`src/rtl/horn_pkg.sv`:
```
// horn_pkg: shared state encoding and default timing constants for the
// horn cadence controller.
package horn_pkg;

    typedef enum logic [1:0] {
        IDLE       = 2'd0,
        BEEP_ON    = 2'd1,
        BEEP_OFF   = 2'd2,
        CONTINUOUS = 2'd3
    } horn_state_t;

    // Defaults assume a 50 MHz clock: 10 ms debounce, 250 ms beeps and gaps.
    localparam int HORN_DEBOUNCE_CYCLES = 500_000;
    localparam int HORN_ON_CYCLES       = 12_500_000;
    localparam int HORN_OFF_CYCLES      = 12_500_000;
    localparam int HORN_BEEP_COUNT      = 3;

endpackage

```
`src/rtl/input_debounce.sv`:
```
// input_debounce: two-flop synchroniser followed by a counting debouncer.
// The debounced level only changes after the synchronised input has held
// the opposite value for CYCLES consecutive cycles; rise pulses for one
// cycle together with a 0->1 change of the debounced level.
module input_debounce #(
    parameter int CYCLES = 500_000
) (
    input  logic c50M,
    input  logic reset,
    input  logic din,
    output logic dout,
    output logic rise
);

    localparam int CW = $clog2(CYCLES);

    logic          syncA;
    logic          syncB;
    logic [CW-1:0] count;

    // Bring the asynchronous pushbutton into the c50M domain.
    always_ff @(posedge c50M or posedge reset) begin
        if (reset) begin
            syncA <= 1'b0;
            syncB <= 1'b0;
        end else begin
            syncA <= din;
            syncB <= syncA;
        end
    end

    // Count how long the input has disagreed with the debounced level; any
    // agreement restarts the count, so short bounces never reach the limit.
    always_ff @(posedge c50M or posedge reset) begin
        if (reset) begin
            count <= '0;
            dout  <= 1'b0;
            rise  <= 1'b0;
        end else begin
            rise <= 1'b0;
            if (syncB == dout) begin
                count <= '0;
            end else if (count == CW'(CYCLES - 1)) begin
                dout  <= syncB;
                rise  <= syncB;
                count <= '0;
            end else begin
                count <= count + CW'(1);
            end
        end
    end

endmodule

```
`src/rtl/horn_cadence.sv`:
```
// horn_cadence: turns a debounced pushbutton press into a fixed burst of
// timed beeps and a synchronised fault request into a continuous tone.
// HornEnable gates the downstream sawtooth generator.
module horn_cadence
    import horn_pkg::*;
#(
    parameter int DEBOUNCE_CYCLES = HORN_DEBOUNCE_CYCLES,
    parameter int ON_CYCLES       = HORN_ON_CYCLES,
    parameter int OFF_CYCLES      = HORN_OFF_CYCLES,
    parameter int BEEP_COUNT      = HORN_BEEP_COUNT
) (
    input  logic c50M,
    input  logic reset,
    input  logic Button,
    input  logic Fault,
    output logic HornEnable,
    output logic Busy
);

    localparam int MAX_PHASE = (ON_CYCLES > OFF_CYCLES) ? ON_CYCLES : OFF_CYCLES;
    localparam int PW        = $clog2(MAX_PHASE + 1);
    localparam int BW        = $clog2(BEEP_COUNT + 1);

    logic          buttonLevel;
    logic          buttonRise;
    logic          press;
    logic          faultMeta;
    logic          faultSync;
    horn_state_t   state;
    horn_state_t   nextState;
    logic [PW-1:0] phaseCnt;
    logic [BW-1:0] beepCnt;
    logic          hornNext;
    logic          busyNext;

    input_debounce #(
        .CYCLES(DEBOUNCE_CYCLES)
    ) buttonDebounce (
        .c50M  (c50M),
        .reset (reset),
        .din   (Button),
        .dout  (buttonLevel),
        .rise  (buttonRise)
    );

    assign press = buttonRise & buttonLevel;

    // Fault is glitch-free, so a plain two-flop synchroniser is enough.
    always_ff @(posedge c50M or posedge reset) begin
        if (reset) begin
            faultMeta <= 1'b0;
            faultSync <= 1'b0;
        end else begin
            faultMeta <= Fault;
            faultSync <= faultMeta;
        end
    end

    // State register.
    always_ff @(posedge c50M or posedge reset) begin
        if (reset) begin
            state <= IDLE;
        end else begin
            state <= nextState;
        end
    end

    // Next-state logic; a fault overrides everything, including a press.
    always_comb begin
        nextState = state;
        if (faultSync) begin
            nextState = CONTINUOUS;
        end else begin
            unique case (state)
                IDLE: begin
                    if (press) begin
                        nextState = BEEP_ON;
                    end
                end
                BEEP_ON: begin
                    if (phaseCnt == '0) begin
                        nextState = (beepCnt == BW'(1)) ? IDLE : BEEP_OFF;
                    end
                end
                BEEP_OFF: begin
                    if (phaseCnt == '0) begin
                        nextState = BEEP_ON;
                    end
                end
                CONTINUOUS: begin
                    nextState = IDLE;
                end
                default: begin
                    nextState = IDLE;
                end
            endcase
        end
    end

    // Output decode from the next state so the registered outputs line up with the state.
    always_comb begin
        hornNext = (nextState == BEEP_ON) || (nextState == CONTINUOUS);
        busyNext = (nextState != IDLE);
    end

    // Registered outputs.
    always_ff @(posedge c50M or posedge reset) begin
        if (reset) begin
            HornEnable <= 1'b0;
            Busy       <= 1'b0;
        end else begin
            HornEnable <= hornNext;
            Busy       <= busyNext;
        end
    end

    // Shared phase timer: reloaded on every state entry, counts down to zero and holds.
    always_ff @(posedge c50M or posedge reset) begin
        if (reset) begin
            phaseCnt <= '0;
        end else if (nextState != state) begin
            unique case (nextState)
                BEEP_ON:  phaseCnt <= PW'(ON_CYCLES - 1);
                BEEP_OFF: phaseCnt <= PW'(OFF_CYCLES - 1);
                default:  phaseCnt <= '0;
            endcase
        end else if (phaseCnt != '0) begin
            phaseCnt <= phaseCnt - PW'(1);
        end
    end

    // Beeps remaining in the burst; loaded on a fresh press, cleared whenever the burst ends or is aborted.
    always_ff @(posedge c50M or posedge reset) begin
        if (reset) begin
            beepCnt <= '0;
        end else if ((nextState == IDLE) || (nextState == CONTINUOUS)) begin
            beepCnt <= '0;
        end else if ((state == IDLE) && (nextState == BEEP_ON)) begin
            beepCnt <= BW'(BEEP_COUNT);
        end else if ((state == BEEP_ON) && (nextState == BEEP_OFF)) begin
            beepCnt <= beepCnt - BW'(1);
        end
    end

endmodule
```
`config.mk`:
```
export PLATFORM = sky130hd
export DESIGN_NAME = horn_cadence
export DESIGN_NICKNAME = d
export VERILOG_FILES = /design/src/rtl/horn_pkg.sv /design/src/rtl/input_debounce.sv /design/src/rtl/horn_cadence.sv
export SDC_FILE = /design/constraint.sdc
export NUM_CORES = 1
export LEC_CHECK = 0
export ABC_AREA = 1
export BUFFER_PORTS_ARGS = -buffer_cell sky130_fd_sc_hd__buf_2
export CORE_ASPECT_RATIO = 0.9
export CORE_MARGIN = 4
export CORE_UTILIZATION = 40
export CTS_CLUSTER_SIZE = 28
export DETAILED_ROUTE_END_ITERATION = 7
export GPL_TIMING_DRIVEN = 0
export HOLD_SLACK_MARGIN = 0.05
export SETUP_SLACK_MARGIN = 0.15
export SLEW_MARGIN = 20
export SYNTH_ARGS = -nofsm -noshare
export SYNTH_HDL_FRONTEND = slang
export SYNTH_SLANG_ARGS = --single-unit
```
`constraint.sdc`:
```
create_clock -name c50M -period 2.81 [get_ports c50M]
set_input_delay 0.4215 -clock c50M [delete_from_list [all_inputs] [get_ports c50M]]
set_output_delay 0.4215 -clock c50M [all_outputs]
set_load 0.03 [all_outputs]
```
Word level (Yosys, flattened, before mapping)
Cells that the tools add are included.
{"block": "totals", "output_inout_bits": 2, "word_cells": 56, "reg_bits": 55, "input_bits": 4}
{"block": "classes", "n_eq_ne": 10, "bitwise_logic": 2, "n_reduce_logical": 13, "add_sub_neg": 3, "muxes": 16}
{"operator": "$mux 24", "n": 3}
{"operator": "$mux 19", "n": 2}
{"operator": "$logic_not 24->1", "n": 1}
{"operator": "$reduce_bool 24->1", "n": 1}
{"operator": "$sub 24x1->24 const B", "n": 1}
{"operator": "$add 19x1->19 const B", "n": 1}
{"operator": "$eq 19x19->1 const B", "n": 1}
{"operator": "$mux 2", "n": 8}
{"operator": "$eq 2x2->1 const B", "n": 4}
{"operator": "$pmux 2 s4", "n": 1}
{"operator": "$eq 2x1->1 const B", "n": 3}
{"operator": "$logic_not 2->1", "n": 2}
{"operator": "$reduce_bool 2->1", "n": 2}
{"operator": "$reduce_bool 3->1", "n": 1}
{"operator": "$logic_and 1x1->1", "n": 2}
{"operator": "$logic_or 1x1->1", "n": 2}
{"operator": "$mux 1", "n": 2}
{"operator": "$ne 2x2->1", "n": 1}
{"operator": "$reduce_and 2->1", "n": 1}
{"operator": "$reduce_or 2->1", "n": 1}
{"operator": "$sub 2x1->2 const B", "n": 1}
{"operator": "$and 1x1->1", "n": 1}
{"operator": "$eq 1x1->1", "n": 1}
{"operator": "$not 1->1", "n": 1}

Logic depth before layout (Yosys ltp)
{"block": "depth", "depth_word": 10, "mapped_depth": 16, "depth_no_buf": 15}

Hierarchy
A second synthesis with hierarchy kept.
{"block": "hier_totals", "cells_unflattened": 392, "hier_area_um2": 3369.5}
{"mod": "horn_cadence", "n_inst": 1, "area_per_inst_um2": 2067.0, "seq_area_each_um2": 800.8, "cells_each": 235}
{"mod": "input_debounce", "n_inst": 1, "area_per_inst_um2": 1302.5, "seq_area_each_um2": 575.6, "cells_each": 157}

Least setup slack after synthesis
OpenSTA, ideal clock, no wires.
{"block": "synth_path", "path_kind": "register to register", "startpoint": "register phaseCnt[0]", "endpoint": "register phaseCnt[10]", "period_less_slack_ns": 2.379, "setup_slack_ns": 0.431, "arrival_ns": 2.306, "setup_time_ns": 0.073, "stages_incl_launch_ff": 16, "path_buffers": 2, "t_required_ns": 2.737, "cell_sequence": "dfrtp_1 inv_1 ha_1 nand2_2 nor2_4 nand3_2 buf_6 nand2_1 nand2_1 a21oi_1 inv_1 ha_1 inv_1 nand2_4 buf_6 a21oi_2"}
{"block": "synth_via", "elab_chain_len": 8, "word_cells_on_any_way": 15, "cone_classes": "add/sub (1); eq/ne (3); mux (7); reduce/logical (4)"}
{"element": "start: declaration", "line": "horn_cadence.sv:31", "text": "logic [PW-1:0] phaseCnt;"}
{"element": "start signal: assignment", "line": "horn_cadence.sv:123", "text": "BEEP_ON: phaseCnt <= PW'(ON_CYCLES - 1);"}
{"element": "start signal: assignment", "line": "horn_cadence.sv:124", "text": "BEEP_OFF: phaseCnt <= PW'(OFF_CYCLES - 1);"}
{"element": "start signal: assignment", "line": "horn_cadence.sv:128", "text": "phaseCnt <= phaseCnt - PW'(1);"}
{"element": "$logic_not 24->1 *", "line": "horn_cadence.sv:81, horn_cadence.sv:86"}
{"element": "$mux 2 (on tied branches)", "line": "horn_cadence.sv:86, horn_cadence.sv:81"}
{"element": "$pmux 2 s4 *", "line": "horn_cadence.sv:74", "text": "unique case (state)"}
{"element": "$mux 2 *", "line": "horn_cadence.sv:71", "text": "if (faultSync) begin"}
{"element": "via nextState[0]", "line": "horn_cadence.sv:30", "text": "horn_state_t nextState;"}
{"element": "$eq 2x1->1 / $eq 2x2->1 (equally long branches)", "line": "horn_cadence.sv:122", "text": "unique case (nextState)"}
{"element": "$reduce_or 2->1 (no line)"}
{"element": "$mux 24", "line": "horn_cadence.sv:122"}
{"element": "$mux 24", "line": "horn_cadence.sv:121", "text": "end else if (nextState != state) begin"}
The timed path passes the listed nets; every way through them passes the cells marked *. The select of a mux whose other input is x is not followed.
A chain may end at the register's enable or synchronous reset.

Final worst setup path
{"block": "layout_path", "startpoint": "register phaseCnt[0]", "endpoint": "register phaseCnt[18]"}
The elaborated chain is that of the path after synthesis.

==> results.sh <==
export IMPL_end_kind="flip-flop"
export IMPL_crit_path_cell_trace="inv_1 -> ha_2 -> nand2_2 -> nor2_4 -> nand3_2 -> buf_6 -> nand2_1 -> nand2_1 -> a21oi_2 -> inv_1 -> ha_1 -> inv_2 -> nand2_4 -> buf_6 -> a21oi_2"
export IMPL_dr_pass1_iters=5
export IMPL_r2r_cells=15
export IMPL_power_density_nw_per_um2=557
export IMPL_async_reset_ff_frac=1.00
export IMPL_insertedDiodeCount=0
export IMPL_grt_pass1_vias=2139
export IMPL_grt_max_degree=56
export IMPL_cp_arrival_ns=2.72
export IMPL_grt_setup_unrepaired="no"
export IMPL_path_class="flip-flop to flip-flop"
export IMPL_multi_input_area_um2=1380
export IMPL_max_freq_mhz=403
export IMPL_maxCapViolCount=0
export IMPL_max_stage_delay_ns=0.39
export IMPL_required_ns=3.05
export IMPL_finalSetupTns_ns=0
export IMPL_status="completed"
export IMPL_finalWorstSetupSlack_ns=0.327
export IMPL_core_um2=7110
export IMPL_synth_seq_cells=55
export IMPL_clock_latency_ns=0.31
export IMPL_cts_tree="yes"
export IMPL_clockBufferDepth=2
export IMPL_drt_iter0_drc=87
export IMPL_seq_area_frac_synth=0.467
export IMPL_slew_limit_headroom=0.549
export IMPL_min_period_over_period=0.884
export IMPL_fin_nets=367
export IMPL_clk_pin_slew_ns=0.10
export IMPL_grt_pass1_wl_um=10000
export IMPL_gp_congestion=0.847
export IMPL_final_setup_viol_count=0
export IMPL_final_cell_area_um2=3210
export IMPL_pre_cts_slack_ns=0.0266
export IMPL_cts_sinks=55
export IMPL_hold_viol=0
export IMPL_grt_usage=0.140
export IMPL_antenna_found_initial=0
export IMPL_grt_overflow_total=0
export IMPL_period_minus_slack_ns=2.48
export IMPL_ys_warn_count=0
export IMPL_start_kind="flip-flop"
export IMPL_numPortBuffers=5
export IMPL_via_count=2205
export IMPL_rrSetupSlack_ns=0.33
export IMPL_wl_um=5610
export IMPL_rr_startpoint="phaseCnt[0]$_DFFE_PP0P_"
export IMPL_die_h_um=89.5
export IMPL_num_rows=29
export IMPL_synth_edf_count=0
export IMPL_drc=0
export IMPL_via_per_inst=4.89
export IMPL_syn2layout_area_growth_pct=8.78
export IMPL_seq_area_um2=1380
export IMPL_dieArea_um2=8810
export IMPL_hp_class="input pin to asynchronous set/reset pin"
export IMPL_reg2reg_to="phaseCnt[18]$_DFFE_PP0P_"
export IMPL_cp_slowest_cell="dfrtp_1"
export IMPL_io_pins=6
export IMPL_dp_hpwl_um=4070
export IMPL_yosysUniqueCellTypes=34
export IMPL_fillCellCount=735
export IMPL_startpoint="phaseCnt[0]$_DFFE_PP0P_"
export IMPL_worst_pin_slew_ns=0.676
export IMPL_p_leak_nw=1.43
export IMPL_clock_skew_ns=0.00902
export IMPL_cp_max_fo=10
export IMPL_drive_above_1_share=0.137
export IMPL_wl_per_cell_um=12.4
export IMPL_syn_area_um2=2950
export IMPL_htreeDepth=2
export IMPL_start_util=0.415
export IMPL_finalMaxSlewViolations=0
export IMPL_syn_num_nets=353
export IMPL_numCtsBuffers=5
export IMPL_cts_root_buf="clkbuf_8"
export IMPL_die_x_um=98.5
export IMPL_dpl_cell_area_um2=3090
export IMPL_vdd_drop_max_mv=0.235
export IMPL_yosys_most_used_dff="dfrtp_1"
export IMPL_syn_area_per_cell_um2=8.60
export IMPL_drtAntennaViolNets=0
export IMPL_syn_inst=343
sequential cells by signal (all words and copies together) (netlist names):
name,count
buttonDebounce.syncA,1
state,2
Busy,1
buttonDebounce.count,19
buttonDebounce.dout,1
HornEnable,1
phaseCnt,24
buttonDebounce.syncB,1
faultMeta,1
faultSync,1
beepCnt,2
buttonDebounce.rise,1
cell usage after synthesis, types with 3 or more instances:
| cell type | instances | area share |
|---|---|---|
| a211oi_1 | 3 | 0.0076 |
| a21oi_1 | 15 | 0.025 |
| a21oi_2 | 8 | 0.024 |
| dfrtp_1 | 55 | 0.47 |
| ha_1 | 6 | 0.025 |
| inv_1 | 38 | 0.048 |
| nand2_1 | 49 | 0.062 |
| nand2_2 | 3 | 0.0064 |
| nand2_4 | 3 | 0.011 |
| nand3_1 | 31 | 0.053 |
| nand4_1 | 10 | 0.021 |
| nor2_1 | 53 | 0.067 |
| nor2_2 | 7 | 0.015 |
| nor3_1 | 9 | 0.015 |
| o21ai_0 | 3 | 0.0051 |
| xnor2_1 | 9 | 0.027 |
| xor2_1 | 18 | 0.053 |
timing repair:
item | 4_1_cts | 5_1_grt
endpoints found under the setup margin | 12 | 10
hold buffers | 0 | 0
hold endpoints to repair | 0 | 0
resized for setup | 2 | 1
pin swaps | 0 | 1
buffers inserted | 1 | 1
worst max-delay path by stage:
stage                                          end  slack, ns
final                     phaseCnt[18]$_DFFE_PP0P_       0.33
after detailed placement  phaseCnt[18]$_DFFE_PP0P_       0.03
after CTS                 phaseCnt[18]$_DFFE_PP0P_       0.22
after global routing      phaseCnt[18]$_DFFE_PP0P_       0.17
after floorplan           phaseCnt[10]$_DFFE_PP0P_       0.43
after global placement    phaseCnt[17]$_DFFE_PP0P_       0.05
critical path: cells and delay by family, from the launching register on:
| kind | cells | cell delay (ns) |
|---|---|---|
| buffers and inverters | 5 | 0.62 |
| and+or+nand+nor | 6 | 0.53 |
| AOI/OAI and AO/OA | 2 | 0.28 |
| DFF | 1 | 0.39 |
| adders and majority gates | 2 | 0.60 |
routing by layer:
metal | wire length, µm | GRT usage | vias to the layer above
li1 | - | - | 1141
met1 | 2910 | 0.192 | 1032
met2 | 2480 | 0.227 | 28
met3 | 178 | 0.0257 | 4
met4 | 44 | 0.0422 | 0
met5 | 0 | 0 | -
power by group:
part	internal (mW)	total, mW	switching (mW)
clock	0.182	0.454	0.271
combinational	0.160	0.411	0.251
sequential	0.861	0.923	0.0626
cell usage in the layout (no fill, tap or decap), types with 5 or more instances in the layout:
cell type and n:
a21oi_1 14, a21oi_2 9, buf_2 6, clkbuf_8 5
dfrtp_1 55, ha_1 5, inv_1 36, nand2_1 49
nand3_1 31, nand4_1 10, nor2_1 53, nor2_2 7
nor3_1 9, xnor2_1 9, xor2_1 18
layout make-up:
class                           instances  area share
Clock inverter                          3     0.00780
Sequential cell                        55       0.429
Timing Repair Buffer                    7      0.0125
Tap cell                               93      0.0363
Multi-Input combinational cell        243       0.430
Inverter                               39      0.0464
Buffer                                  6      0.0168
Clock buffer                            5      0.0215
stage by stage:
| stage | total power [mW] | std cells | utilization | hold slack [ns] |
|---|---|---|---|---|
| 6_report | 1.79 | 451 | 0.451 | 0.207 |
| 5_1_grt | 1.91 | 451 | 0.451 | 0.183 |
| 4_1_cts | 1.81 | 450 | 0.450 | 0.197 |
| 3_5_place_dp | 1.34 | 441 | 0.435 | 0.339 |
| 3_3_place_gp | 1.34 | 441 | 0.435 | 0.334 |
| 2_1_floorplan | 1.26 | 343 | - | 0.331 |
kinds of logic (layout without fill, tap and decap cells):
family | count (synthesis) | after routing | synth area share
xor+xnor | 27 | 27 | 0.0802
compound gates | 37 | 37 | 0.0870
simple gates | 173 | 173 | 0.273
flops | 55 | 55 | 0.467
fa+ha+maj | 6 | 6 | 0.0255
buf+inv | 45 | 60 | 0.0679
(Power assumes the default switching activity.)
